**src/rtl/vc_skid_reg.sv**
```systemverilog
// Two-entry val/rdy skid register. enq_rdy depends only on state (and reset),
// so the consumer's deq_rdy never combinationally reaches the producer.
//
// state | meaning
// EMPTY | no valid entries; deq_val low
// ONE   | main holds the head message
// TWO   | main holds the head, skid holds the second; enq blocked
module vc_skid_reg #(
    parameter int p_nbits = 32
) (
    input  logic               clk,
    input  logic               reset,
    input  logic               enq_val,
    output logic               enq_rdy,
    input  logic [p_nbits-1:0] enq_msg,
    output logic               deq_val,
    input  logic               deq_rdy,
    output logic [p_nbits-1:0] deq_msg,
    output logic [1:0]         num_entries
);

    localparam logic [1:0] EMPTY = 2'd0;
    localparam logic [1:0] ONE   = 2'd1;
    localparam logic [1:0] TWO   = 2'd2;

    logic [1:0]         state;
    logic [p_nbits-1:0] main_msg;
    logic [p_nbits-1:0] skid_msg;
    logic               enq_fire;
    logic               deq_fire;

    assign enq_rdy     = reset & (state != TWO);
    assign deq_val     = (state != EMPTY);
    assign deq_msg     = main_msg;
    assign num_entries = state;
    assign enq_fire    = enq_val & enq_rdy;
    assign deq_fire    = deq_val & deq_rdy;

    always_ff @(posedge clk or negedge reset) begin
        if (!reset) begin
            state    <= EMPTY;
            main_msg <= '0;
            skid_msg <= '0;
        end else begin
            case (state)
                EMPTY: begin
                    if (enq_fire) begin
                        state    <= ONE;
                        main_msg <= enq_msg;
                    end
                end
                ONE: begin
                    if (enq_fire && deq_fire) begin
                        main_msg <= enq_msg;
                    end else if (enq_fire) begin
                        state    <= TWO;
                        skid_msg <= enq_msg;
                    end else if (deq_fire) begin
                        state    <= EMPTY;
                    end
                end
                TWO: begin
                    // Second entry moves up to the head when the consumer takes one.
                    if (deq_fire) begin
                        state    <= ONE;
                        main_msg <= skid_msg;
                    end
                end
                default: state <= EMPTY;
            endcase
        end
    end

`ifndef SYNTHESIS
    always @(posedge clk) begin
        if (reset) begin
            assert (!$isunknown({enq_val, deq_rdy}))
                else $error("enq_val/deq_rdy unknown out of reset");
        end
    end
`endif

endmodule
```
**config.mk**
```make
export PLATFORM = sky130hd
export DESIGN_NAME = vc_skid_reg
export DESIGN_NICKNAME = d
export VERILOG_FILES = /design/src/rtl/vc_skid_reg.sv
export SDC_FILE = /design/constraint.sdc
export NUM_CORES = 1
export LEC_CHECK = 0
export BUFFER_PORTS_ARGS = -buffer_cell sky130_fd_sc_hd__buf_2
export CORE_MARGIN = 5
export CORE_UTILIZATION = 30
export CTS_CLUSTER_DIAMETER = 80
export DETAILED_ROUTE_END_ITERATION = 10
export GPL_TIMING_DRIVEN = 0
export PLACE_DENSITY = 0.57
export SLEW_MARGIN = 20
export SYNTH_ARGS = -nofsm -noshare
export SYNTH_HDL_FRONTEND = slang
export SYNTH_SLANG_ARGS = --single-unit
```
**constraint.sdc**
```tcl
create_clock -name clk -period 2.45 [get_ports clk]
set_input_delay 0.245 -clock clk [delete_from_list [all_inputs] [get_ports clk]]
set_output_delay 0.245 -clock clk [all_outputs]
set_load 0.05 [all_outputs]
```
==> flow_summary.ini <==
[worst_setup_path]
path_max_fanout = 35
worstPathArrival_ns = 2.28
path_depth = 7
regToRegStartpoint = num_entries[1]
crit_path_top_delay_cell = dlygate4sd3_1
worst_setup_path_end_kind = register
r2r-end = skid_msg[15]
crit_chain = dlygate4sd3_1, buf_4, buf_12, nand3b_4, nor3b_4, buf_6, mux2_2
r2r_setup_slack_ns = 0.69
crit_path_start_kind = input port
reg2regPathDepth = 4
cp_top_family = buffers and inverters
crit_type = input port to register
slowest_delay_ns = 0.53
worst-path-buf-inv = 4
required_ns = 2.66

[floorplanning]
dieArea_um2 = 11300
die_x_um = 106
rows = 35
initial_core_util = 0.305
die-height_um = 106
ios = 72
core_um2 = 9110

[finish]
area_growth_pct = 26.4
drive_above_1_share = 0.470
n_fill_cell = 909
n_antenna_cell = 0
layout.nets = 312

[route]
ant_nets = 0
drt-initial-drc-count = 45
drc = 0
wl_per_cell_um = 17.1
via_count = 1972
postRouteWirelength_um = 6690
first_pass_iters = 4
vias_per_cell = 5.03

[cts]
cts_buffers = 9
clock_insertion_delay_worst_skew_ns = 0.33
cts_sinks = 66
cts.path.max_buffers = 2
htree_levels = 3
root_buffer = clkbuf_8
clkSlewWorstSetupHoldPaths_ns = 0.07
cts_setup_buffers = 0
cts_tree = built
post_cts_resized = 0

[synthesis]
synth_edf_count = 0
ys_types = 20
syn_nets = 227
yosys_most_used_dff = dfrtp_1
syn_area_um2 = 2770
ys_seq_area_frac = 0.595
synth_top_area_frac = 0.595
yosys-top-cells-count = dfrtp_1 (66), mux2_2 (32), o21a_1 (32), o32a_1 (32), clkbuf_1 (7)
synth.largest_area_cell = dfrtp_1
syn_inst = 191
yosysMostFrequentCell = dfrtp_1
ys_ff_latch = 66
synth_area_leaders = dfrtp_1 (60%), mux2_2 (13%), o32a_1 (12%)
async_flop_share = 1.00
postSynthAreaPerCell_um2 = 14.5
yosysWarningCount = 0

[timing]
rsz0062_at_grt = false
fmax_mhz = 485
worst_clock_skew_ns = 0.00479
period_needed_ns = 2.06
tns_ns = 0
setup_viol = 0
slew_violations = 0
tightestPinTransition_ns = 0.596
maxSlewHeadroom = 0.603
hold_viol = 0
fin_crit_sh = 0.842

[worst_hold_path]
hold_depth = 2
whs_endpoint = skid_msg[18]
hold_path_class = input port to register
hold_path.startpoint = enq_msg[18]

[power_and_ir_drop]
power.static_leakage_nw = 1.51
peakVddDrop_v = 0.000451
p_total_w = 0.00376
powerDensity_nw_per_um2 = 1070

[global_route]
overflow = 0
grt_use_total = 0.125
antenna_found_initial = 0
first_global_vias = 2144
grt_max_degree = 36
grt_pass1_wl_um = 11200

[placed_design]
gp_congestion = 0.707
dp_hpwl_um = 4570
portBuffers = 71

[outcome]
status = completed

[run]
maxCapViolCount = 0
## final cells by class
class                      count  area [um2]  area share
buffer                        16        90.1      0.0257
clock buffer                  10         128      0.0364
clock inverter                 6        57.6      0.0164
multi-input combinational    109        1030       0.294
sequential                    66        1650       0.471
tap                          111         139      0.0396
timing repair buffer          74         408       0.116
## worst register-to-register path: cells and delay by family, from the launching register on
kind,cells,cell delay (ns)
simple gates,2,0.64
flops,1,0.44
buf+inv,1,0.22
mux,1,0.35
## worst max-delay path by stage
stage / to / slack (ns) / from
after detailed placement: skid_msg[15] / 0.20 / reset
after global placement: skid_msg[13] / -0.52 / reset
final: skid_msg[15] / 0.39 / reset
after CTS: skid_msg[15] / 0.35 / reset
after floorplan: skid_msg[10] / 0.62 / num_entries[1]
after global routing: skid_msg[21] / 0.25 / reset
## cell usage in the layout (no fill, tap or decap), types with 2 or more instances in the layout
| master | Yosys | routed |
|---|---|---|
| mux2_2 | 32 | 32 |
| clkbuf_8 | 0 | 9 |
| o21a_1 | 32 | 32 |
| buf_2 | 6 | 76 |
| o32a_1 | 32 | 32 |
| buf_6 | 3 | 3 |
| buf_12 | 0 | 2 |
| clkinv_2 | 0 | 4 |
| clkbuf_1 | 7 | 8 |
| dfrtp_1 | 66 | 66 |
## cells by family (layout without fill, tap and decap cells)
logic type             Yosys count  in the layout  synth area share
AO/OA/AOI/OAI                   68             68             0.212
flip-flops                      66             66             0.595
multiplexers                    33             33             0.134
buffers and inverters           16            106            0.0325
AND/OR/NAND/NOR                  8              8            0.0271
## registers in the layout (all words and copies together), names as in the netlist
signal       count
deq_msg         32
num_entries      2
skid_msg        32
## repair_timing
action,CTS,global route
endpoints found under the hold margin,33,0
hold buffers,2,0
setup endpoints to repair,0,0
## per-stage QoR
step           utilization  setup slack [ns]  hold slack, ns  area [um2]  cells
6_report             0.385             0.386           0.162        3510    392
5_1_grt              0.385             0.245           0.141        3510    392
4_1_cts              0.385             0.351           0.136        3510    392
3_5_place_dp         0.361             0.196           0.231        3290    374
3_3_place_gp         0.359            -0.516           0.468        3270    373
2_1_floorplan            -             0.620         -0.0506        2770    191
## where the power goes
| group | switching [W] | internal, W |
|---|---|---|
| Combinational | 0.000814 | 0.000450 |
| Sequential | 0.000183 | 0.00144 |
| Clock | 0.000406 | 0.000463 |
| Total | 0.00140 | 0.00236 |
## layer usage
layer  global-route usage  up-vias  part of all wire
met1                0.168     1002              0.48
met3               0.0407       10             0.054
met4               0.0416        0             0.014
met2                0.192       51              0.45
met5                    0        -                 0
li1                     -      909                 -
(Power assumes the default switching activity.)
